===== src/rtl/psum_addr_queue_pkg.sv =====
// Shared types and default sizes for the partial-sum address queue
// and the aggregator's queue interface.
package psum_addr_queue_pkg;

    localparam int ADDR_WIDTH_DEF = 32;
    localparam int DEPTH_DEF      = 16;
    localparam int CNT_WIDTH_DEF  = 16;

    typedef enum logic [1:0] {
        IDLE = 2'd0,
        GEN  = 2'd1,
        DONE = 2'd2
    } state_t;

endpackage


===== src/rtl/psum_addr_queue_addr_fifo.sv =====
// Show-ahead synchronous FIFO holding generated BRAM word addresses.
// underflow is a single-cycle flag for a pop seen while empty.
module psum_addr_queue_addr_fifo
    import psum_addr_queue_pkg::*;
#(
    parameter int ADDR_WIDTH = ADDR_WIDTH_DEF,
    parameter int DEPTH      = DEPTH_DEF,
    localparam int PW        = $clog2(DEPTH),
    localparam int CW        = PW + 1
) (
    input  logic                  clk,
    input  logic                  rst_n,
    input  logic                  push,
    input  logic [ADDR_WIDTH-1:0] push_data,
    input  logic                  pop,
    output logic [ADDR_WIDTH-1:0] head,
    output logic                  empty,
    output logic                  full,
    output logic [CW-1:0]         count,
    output logic                  underflow
);

    logic [ADDR_WIDTH-1:0] mem [DEPTH];
    logic [PW-1:0]         rd_ptr;
    logic [PW-1:0]         wr_ptr;
    logic [CW-1:0]         cnt;
    logic                  push_ok;
    logic                  pop_ok;

    assign empty     = (cnt == '0);
    assign full      = (cnt == CW'(DEPTH));
    assign count     = cnt;
    assign head      = mem[rd_ptr];
    // A pop on a full FIFO frees the slot the same-cycle push lands in.
    assign push_ok   = push && (!full || pop);
    assign pop_ok    = pop && !empty;
    assign underflow = pop && empty;

    always_ff @(posedge clk or negedge rst_n) begin
        if (!rst_n) begin
            rd_ptr <= '0;
            wr_ptr <= '0;
            cnt    <= '0;
        end else begin
            if (push_ok) begin
                wr_ptr <= wr_ptr + PW'(1);
            end
            if (pop_ok) begin
                rd_ptr <= rd_ptr + PW'(1);
            end
            unique case ({push_ok, pop_ok})
                2'b10:   cnt <= cnt + CW'(1);
                2'b01:   cnt <= cnt - CW'(1);
                default: cnt <= cnt;
            endcase
        end
    end

    always_ff @(posedge clk) begin
        if (push_ok) begin
            mem[wr_ptr] <= push_data;
        end
    end

endmodule


===== src/rtl/psum_addr_queue.sv =====
// Tile address walker (base + row*stride + col) feeding a show-ahead
// address FIFO consumed by the partial-sum aggregator.
module psum_addr_queue
    import psum_addr_queue_pkg::*;
#(
    parameter int ADDR_WIDTH = ADDR_WIDTH_DEF,
    parameter int DEPTH      = DEPTH_DEF,
    parameter int CNT_WIDTH  = CNT_WIDTH_DEF,
    localparam int CW        = $clog2(DEPTH) + 1
) (
    input  logic                  clk,
    input  logic                  rst_n,
    input  logic                  cfg_start,
    input  logic [ADDR_WIDTH-1:0] cfg_base_addr,
    input  logic [ADDR_WIDTH-1:0] cfg_row_stride,
    input  logic [CNT_WIDTH-1:0]  cfg_num_rows,
    input  logic [CNT_WIDTH-1:0]  cfg_num_cols,
    output logic                  gen_busy,
    output logic                  gen_done,
    output logic                  queue_empty,
    output logic                  queue_full,
    input  logic                  queue_pop,
    output logic [ADDR_WIDTH-1:0] queue_addr,
    output logic [CW-1:0]         queue_count,
    output logic                  underflow_err
);

    state_t                state_q;
    state_t                state_d;
    logic [ADDR_WIDTH-1:0] stride_q;
    logic [ADDR_WIDTH-1:0] row_base_q;
    logic [CNT_WIDTH-1:0]  rows_q;
    logic [CNT_WIDTH-1:0]  cols_q;
    logic [CNT_WIDTH-1:0]  row_cnt_q;
    logic [CNT_WIDTH-1:0]  col_cnt_q;
    logic                  uerr_q;
    logic                  fifo_uf;
    logic                  push;
    logic                  push_ok;
    logic                  last_col;
    logic                  last_row;
    logic                  zero_dim;
    logic                  start_ok;
    logic [ADDR_WIDTH-1:0] push_addr;

    assign zero_dim  = (cfg_num_rows == '0) || (cfg_num_cols == '0);
    assign start_ok  = (state_q == IDLE) && cfg_start;
    assign push      = (state_q == GEN);
    assign push_ok   = push && (!queue_full || queue_pop);
    assign last_col  = (col_cnt_q == cols_q - CNT_WIDTH'(1));
    assign last_row  = (row_cnt_q == rows_q - CNT_WIDTH'(1));
    assign push_addr = row_base_q + ADDR_WIDTH'(col_cnt_q);

    assign gen_busy      = (state_q == GEN);
    assign gen_done      = (state_q == DONE);
    assign underflow_err = uerr_q;

    always_ff @(posedge clk or negedge rst_n) begin
        if (!rst_n) begin
            state_q <= IDLE;
        end else begin
            state_q <= state_d;
        end
    end

    always_comb begin
        state_d = state_q;
        unique case (state_q)
            IDLE: begin
                if (cfg_start) begin
                    state_d = zero_dim ? DONE : GEN;
                end
            end
            GEN: begin
                if (push_ok && last_col && last_row) begin
                    state_d = DONE;
                end
            end
            DONE:    state_d = IDLE;
            default: state_d = IDLE;
        endcase
    end

    // A blocked push leaves every counter untouched, so no address is lost.
    always_ff @(posedge clk or negedge rst_n) begin
        if (!rst_n) begin
            stride_q   <= '0;
            row_base_q <= '0;
            rows_q     <= '0;
            cols_q     <= '0;
            row_cnt_q  <= '0;
            col_cnt_q  <= '0;
        end else if (start_ok && !zero_dim) begin
            stride_q   <= cfg_row_stride;
            row_base_q <= cfg_base_addr;
            rows_q     <= cfg_num_rows;
            cols_q     <= cfg_num_cols;
            row_cnt_q  <= '0;
            col_cnt_q  <= '0;
        end else if (push_ok) begin
            if (last_col) begin
                col_cnt_q  <= '0;
                row_cnt_q  <= row_cnt_q + CNT_WIDTH'(1);
                row_base_q <= row_base_q + stride_q;
            end else begin
                col_cnt_q  <= col_cnt_q + CNT_WIDTH'(1);
            end
        end
    end

    always_ff @(posedge clk or negedge rst_n) begin
        if (!rst_n) begin
            uerr_q <= 1'b0;
        end else if (start_ok) begin
            uerr_q <= 1'b0;
        end else if (fifo_uf) begin
            uerr_q <= 1'b1;
        end
    end

    psum_addr_queue_addr_fifo #(
        .ADDR_WIDTH (ADDR_WIDTH),
        .DEPTH      (DEPTH)
    ) u_fifo (
        .clk        (clk),
        .rst_n      (rst_n),
        .push       (push),
        .push_data  (push_addr),
        .pop        (queue_pop),
        .head       (queue_addr),
        .empty      (queue_empty),
        .full       (queue_full),
        .count      (queue_count),
        .underflow  (fifo_uf)
    );

endmodule


===== config.mk =====
export PLATFORM = sky130hd
export DESIGN_NAME = psum_addr_queue
export DESIGN_NICKNAME = d
export VERILOG_FILES = /design/src/rtl/psum_addr_queue_pkg.sv /design/src/rtl/psum_addr_queue_addr_fifo.sv /design/src/rtl/psum_addr_queue.sv
export SDC_FILE = /design/constraint.sdc
export NUM_CORES = 1
export LEC_CHECK = 0
export BUFFER_PORTS_ARGS = -buffer_cell sky130_fd_sc_hd__clkbuf_2
export CAP_MARGIN = 10
export CORE_MARGIN = 5
export CORE_UTILIZATION = 55
export CTS_BUF_LIST = sky130_fd_sc_hd__clkbuf_8 sky130_fd_sc_hd__clkbuf_16
export CTS_CLUSTER_SIZE = 12
export DETAILED_ROUTE_END_ITERATION = 8
export PLACE_DENSITY = 0.69
export SETUP_SLACK_MARGIN = 0.4
export SYNTH_ARGS = -nofsm -noshare
export SYNTH_HDL_FRONTEND = slang
export SYNTH_SLANG_ARGS = --single-unit

===== constraint.sdc =====
create_clock -name clk -period 4.1 [get_ports clk]
set_input_delay 0.82 -clock clk [delete_from_list [all_inputs] [get_ports clk]]
set_output_delay 0.82 -clock clk [all_outputs]
set_load 0.05 [all_outputs]

## Word level (Yosys, flattened, before mapping)

Memory sizes are Yosys's and may differ from the RTL's.
Index checks and enable logic that the tools add are counted.

- Multiplexer cells: 18
- Equality and inequality tests: 9
- Reductions and logical operators: 22
- Add/sub/neg operators: 10

Operators with widths:

| cell | number |
|---|---|
| $mux 16 | 6 |
| $mux 32 | 3 |
| $add 16x1->16 const B | 2 |
| $add 32x16->32 | 1 |
| $add 32x32->32 | 1 |
| $eq 16x16->1 | 2 |
| $logic_not 16->1 | 2 |
| $sub 16x1->16 const B | 2 |
| $pmux 5 s2 | 1 |
| $add 4x1->4 const B | 2 |
| $reduce_bool 2->1 | 4 |
| $logic_and 1x1->1 | 7 |
| $mux 2 | 3 |
| $add 5x1->5 const B | 1 |
| $eq 5x5->1 const B | 1 |
| $logic_not 5->1 | 1 |
| $sub 5x1->5 const B | 1 |
| $eq 2x1->1 const B | 2 |
| $eq 2x2->1 const B | 2 |
| $mux 1 | 4 |
| $ne 2x2->1 const B | 2 |
| $pmux 2 s2 | 1 |
| $reduce_and 2->1 | 2 |
| $logic_not 1->1 | 3 |
| other kinds (2) | 3 |

- Memories: 1
- Bits in writable memories: 512
- Logic and storage cells: 71
- Input port bits: 100
- Output and inout bits: 42
- Bits in registers: 144

Memories:

| memory | words | width | read ports | clocked after memory_dff | write ports | line | text |
|---|---|---|---|---|---|---|---|
| u_fifo.mem | 16 | 32 | 1 | 0 | 1 | psum_addr_queue_addr_fifo.sv:23 | `logic [ADDR_WIDTH-1:0] mem [DEPTH];` |

## Longest topological paths before layout

- Depth after elaboration: 8
- Depth in mapped cells: 14
- Gate-level depth less buffers: 13

## By module

A second synthesis with hierarchy kept.

- Cell total of the unflattened synthesis: 2037
- Area total of the unflattened synthesis: 29391.9 sq um

By module, submodules not included:

| module | cells each | instances | area an instance (sq um) |
|---|---|---|---|
| psum_addr_queue_addr_fifo | 889 | 1 | 20088.0 |
| psum_addr_queue | 1148 | 1 | 9303.9 |

## Worst setup path before layout

Ideal clock, no wire load.

- Path kind: register to register
- Start point: register u_fifo.cnt[1], in the netlist u_fifo.count[1]
- End point: register u_fifo.cnt[4], in the netlist u_fifo.count[4]
- Stages on the path, launching flop included: 12
- Clock period less this slack: 3.468 ns
- Setup time: 0.146 ns
- Slack: 0.632 ns
- Arrival: 3.322 ns
- Required time: 3.954 ns
- Path buffers: 1
- Path through: dfrtp_1 > nor4_1 > nor2b_1 > nor2b_1 > clkbuf_1 > ha_1 > ha_1 > a21o_1 > a21oi_1 > xnor2_1 > nor2_1 > xor2_1

- Elaborated cells on any way between the ends: 13
- Those cells by class: add/sub (2); eq/ne (3); mux (1); reduce/logical (7)

RTL lines:

| element | line | text |
|---|---|---|
| from (decl) | psum_addr_queue_addr_fifo.sv:26 | `logic [CW-1:0] cnt;` |
| from (signal assigned) | psum_addr_queue_addr_fifo.sv:52 | `2'b10: cnt <= cnt + CW'(1);` |
| from (signal assigned) | psum_addr_queue_addr_fifo.sv:53 | `2'b01: cnt <= cnt - CW'(1);` |
| from (signal assigned) | psum_addr_queue_addr_fifo.sv:54 | `default: cnt <= cnt;` |
| $logic_not 5->1 * | psum_addr_queue_addr_fifo.sv:30 | `assign empty = (cnt == '0);` |
| net queue_empty | psum_addr_queue.sv:20 | `output logic queue_empty,` |
| $logic_not 1->1 * | psum_addr_queue_addr_fifo.sv:36 | `assign pop_ok = pop && !empty;` |
| $logic_and 1x1->1 * | psum_addr_queue_addr_fifo.sv:36 |  |
| net u_fifo.pop_ok | psum_addr_queue_addr_fifo.sv:28 | `logic pop_ok;` |
| $eq 2x1->1 / $eq 2x2->1 (equally long branches) | psum_addr_queue_addr_fifo.sv:51 | `unique case ({push_ok, pop_ok})` |
| $pmux 5 s2 / $reduce_bool 2->1 (equally long branches) | - |  |

The timed path passes the listed nets; every way through them passes the cells marked *.
A chain may end at the register's enable or synchronous reset.

## Worst setup path after layout

- Start point: register u_fifo.rd_ptr[1]
- End point: output port queue_addr[20]

- Word-level cells in the longest chain between the ends: 1

RTL lines:

| element | line | text |
|---|---|---|
| from (decl) | psum_addr_queue_addr_fifo.sv:24 | `logic [PW-1:0] rd_ptr;` |
| from (signal assigned) | psum_addr_queue_addr_fifo.sv:49 | `rd_ptr <= rd_ptr + PW'(1);` |
| $mem_v2 16x32 | - |  |
| to (decl) | psum_addr_queue.sv:23 | `output logic [ADDR_WIDTH-1:0] queue_addr,` |

No other way between the ends.

==> reports/results.ini <==
[logic_synthesis]
synthCells = 1983
yosysWarnings = 0
ys_seq_area_frac = 0.640
yosysTopAreaCell = edfxtp_1
yosysTopAreaCellShare = 0.519
syn_nets = 2146
yosysUniqueCellTypes = 79
syn-cell-area_um2 = 29600
synthTopCellsByArea = edfxtp_1, dfrtp_1, mux4_2, nand2_1, ha_1
ys.flop_type = edfxtp_1
ys_ff_latch = 656
synth_enable_flop_cells = 512
syn-mean-instance-area_um2 = 14.9
synth_async_sr_flop_share = 0.220

[setup_path]
crit_required_ns = 3.28
critical_path_class = register to output port
r2r_setup_slack_ns = 0.61
cp_max_fo = 19
worstSetupStartpointType = register
end_kind = output port
crit_arrival_ns = 2.81

[sta]
finalCriticalPeriod_ns = 3.63
period_share = 0.885
drv_slew = 0
clock_skew_ns = 0.0199
max_freq_mhz = 276
rsz0062_at_grt = false
setup_tns_ns = 0
setup_violations = 0
slew-limit-headroom = 0.208
hold_viol_final = 0
tightest_slew_ns = 1.18

[floorplanning]
io_pins = 142
chipHeight_um = 242
num_rows = 85
core_area_um2 = 53600
die_w_um = 242
die_area_um2 = 58600
initial_utilization = 0.553

[place]
port_buffers = 141
hpwlAfterDp_um = 46800
placed_area_um2 = 31700
dp_cells = 2804
place_congestion = 0.931

[clocking]
numCtsBuffers = 69
clock_latency_ns = 0.60
clockRootBuffer = clkbuf_16
clockBufferDepth = 3
cts_sinks = 656
clk_pin_slew_ns = 0.06
cts_tree = yes
cts-htree-levels = 3

[layout]
n_antenna_cell = 0
nNetsFinal = 2348
mostFrequentLayoutCells = edfxtp_1, nand2_1, mux4_2
fin_cells = 2921
post-route-util = 0.633
stdcell_area_um2 = 33900
drive_above_1_share = 0.235
area_growth_pct = 14.5
layout_commonest_cell = edfxtp_1

[global_route]
grt_use_total = 0.251
grt_first_pass_wirelength_um = 113000
grt_overflow = 0
use_met3 = 0.0319
antenna_found_initial = 0
grt_pass1_vias = 18800
global_route.usage.met1 = 0.347
grt_max_degree = 80
use_met2 = 0.422
grt.busiest_layer = met2

[power_and_ir_drop]
power.total_mw = 28.0
max-vdd-ir-drop_uv = 408
power_density_nw_per_um2 = 826
p_leak_nw = 12.7

[status]
outcome = completed

[route]
ant_nets = 0
vias = 18100
drc = 0
initialDrtViolationCount = 1501
via_per_inst = 6.20
wirelength_um = 73500
drt_first_pass_iters = 6
post_drt_wl_per_cell_um = 25.1

[job]
drv_cap = 0

[worst_hold_path]
hp-class = input port to asynchronous set/reset pin

-- final timing paths --
kind / start / end / depth (start not counted)
setup / recovery: u_fifo.rd_ptr[1] / queue_addr[20] / 4
hold / removal: rst_n / cols_q[5] / 1
setup reg to reg: col_cnt_q[0] / u_fifo.mem[0][26] / 12
hold reg to reg: stride_q[25] / stride_q[25] / 2
max in group asynchronous: rst_n / u_fifo.rd_ptr[1] / 2
min in group clk: cfg_row_stride[22] / stride_q[22] / 3
-- routing by layer --
layer	part of all wire	vias to the layer above	routed length, µm
met5	0	-	0
met3	0.059	115	4330
met2	0.50	676	36800
li1	-	8079	-
met4	0.028	0	2050
met1	0.41	9253	30300
-- report_power, final --
part	switching [mW]	total [mW]	internal [mW]
logic	7.11	11.6	4.51
clock network	2.48	5.77	3.29
registers	0.913	10.6	9.73
total	10.5	28.0	17.5
-- sequential cells by signal (all words and copies together) (netlist names) --
signal,count
row_base_q,32
row_cnt_q,16
state_q,2
rows_q,16
stride_q,32
u_fifo.mem,512
underflow_err,1
u_fifo.wr_ptr,4
u_fifo.count,5
col_cnt_q,16
cols_q,16
u_fifo.rd_ptr,4
-- cell type report --
| cell class | count | area, µm² |
|---|---|---|
| timing repair buffer | 225 | 1670 |
| clock inverter | 35 | 203 |
| sequential | 656 | 19000 |
| multi-input combinational | 1197 | 10200 |
| tap | 696 | 871 |
| clock buffer | 76 | 1860 |
| inverter | 36 | 135 |
| fill | 3896 | 19700 |
-- synth_stat cells, types with 20 or more instances --
cell	n
ha_1	60
inv_1	35
mux4_2	160
and2_1	20
a21o_1	27
o21ai_0	51
nand3_1	28
nor4_1	20
a21oi_1	60
xnor2_1	66
nand2_1	256
dfrtp_1	144
nor2_1	97
xor2_1	40
nand2b_1	24
and3_1	25
edfxtp_1	512
o22ai_1	20
clkbuf_1	63
a31oi_1	21
buf_1	20
-- through the flow --
stage	worst slack, ns	hold slack [ns]
2_1_floorplan	0.632	0.452
3_3_place_gp	0.581	0.472
3_5_place_dp	0.351	0.473
4_1_cts	0.427	0.165
5_1_grt	0.413	0.200
6_report	0.471	0.159
-- what timing repair did --
item / 4_1_cts / 5_1_grt
hold buffers: 0 / 0
setup endpoints to repair: 64 / 41
gates resized for setup: 2 / 4
setup buffers: 5 / 0
cloned: 0 / 0
-- kinds of logic after synthesis --
group / Yosys count / share of synthesized area
buffers and inverters: 130 / 0.0178
xor gates and xnor gates: 106 / 0.0313
and+or+nand+nor: 575 / 0.0935
DFF: 656 / 0.640
adders and majority gates: 63 / 0.0274
AOI/OAI and AO/OA: 274 / 0.0613
muxes: 179 / 0.128
-- critical path, cell delays in order, from the launching register on --
cell	delay (ns)
dfrtp_4	0.67
buf_4	0.36
mux4_2	0.35
mux4_2	0.54
clkbuf_2	0.27
Note: power is estimated with default switching activity, not from simulation.
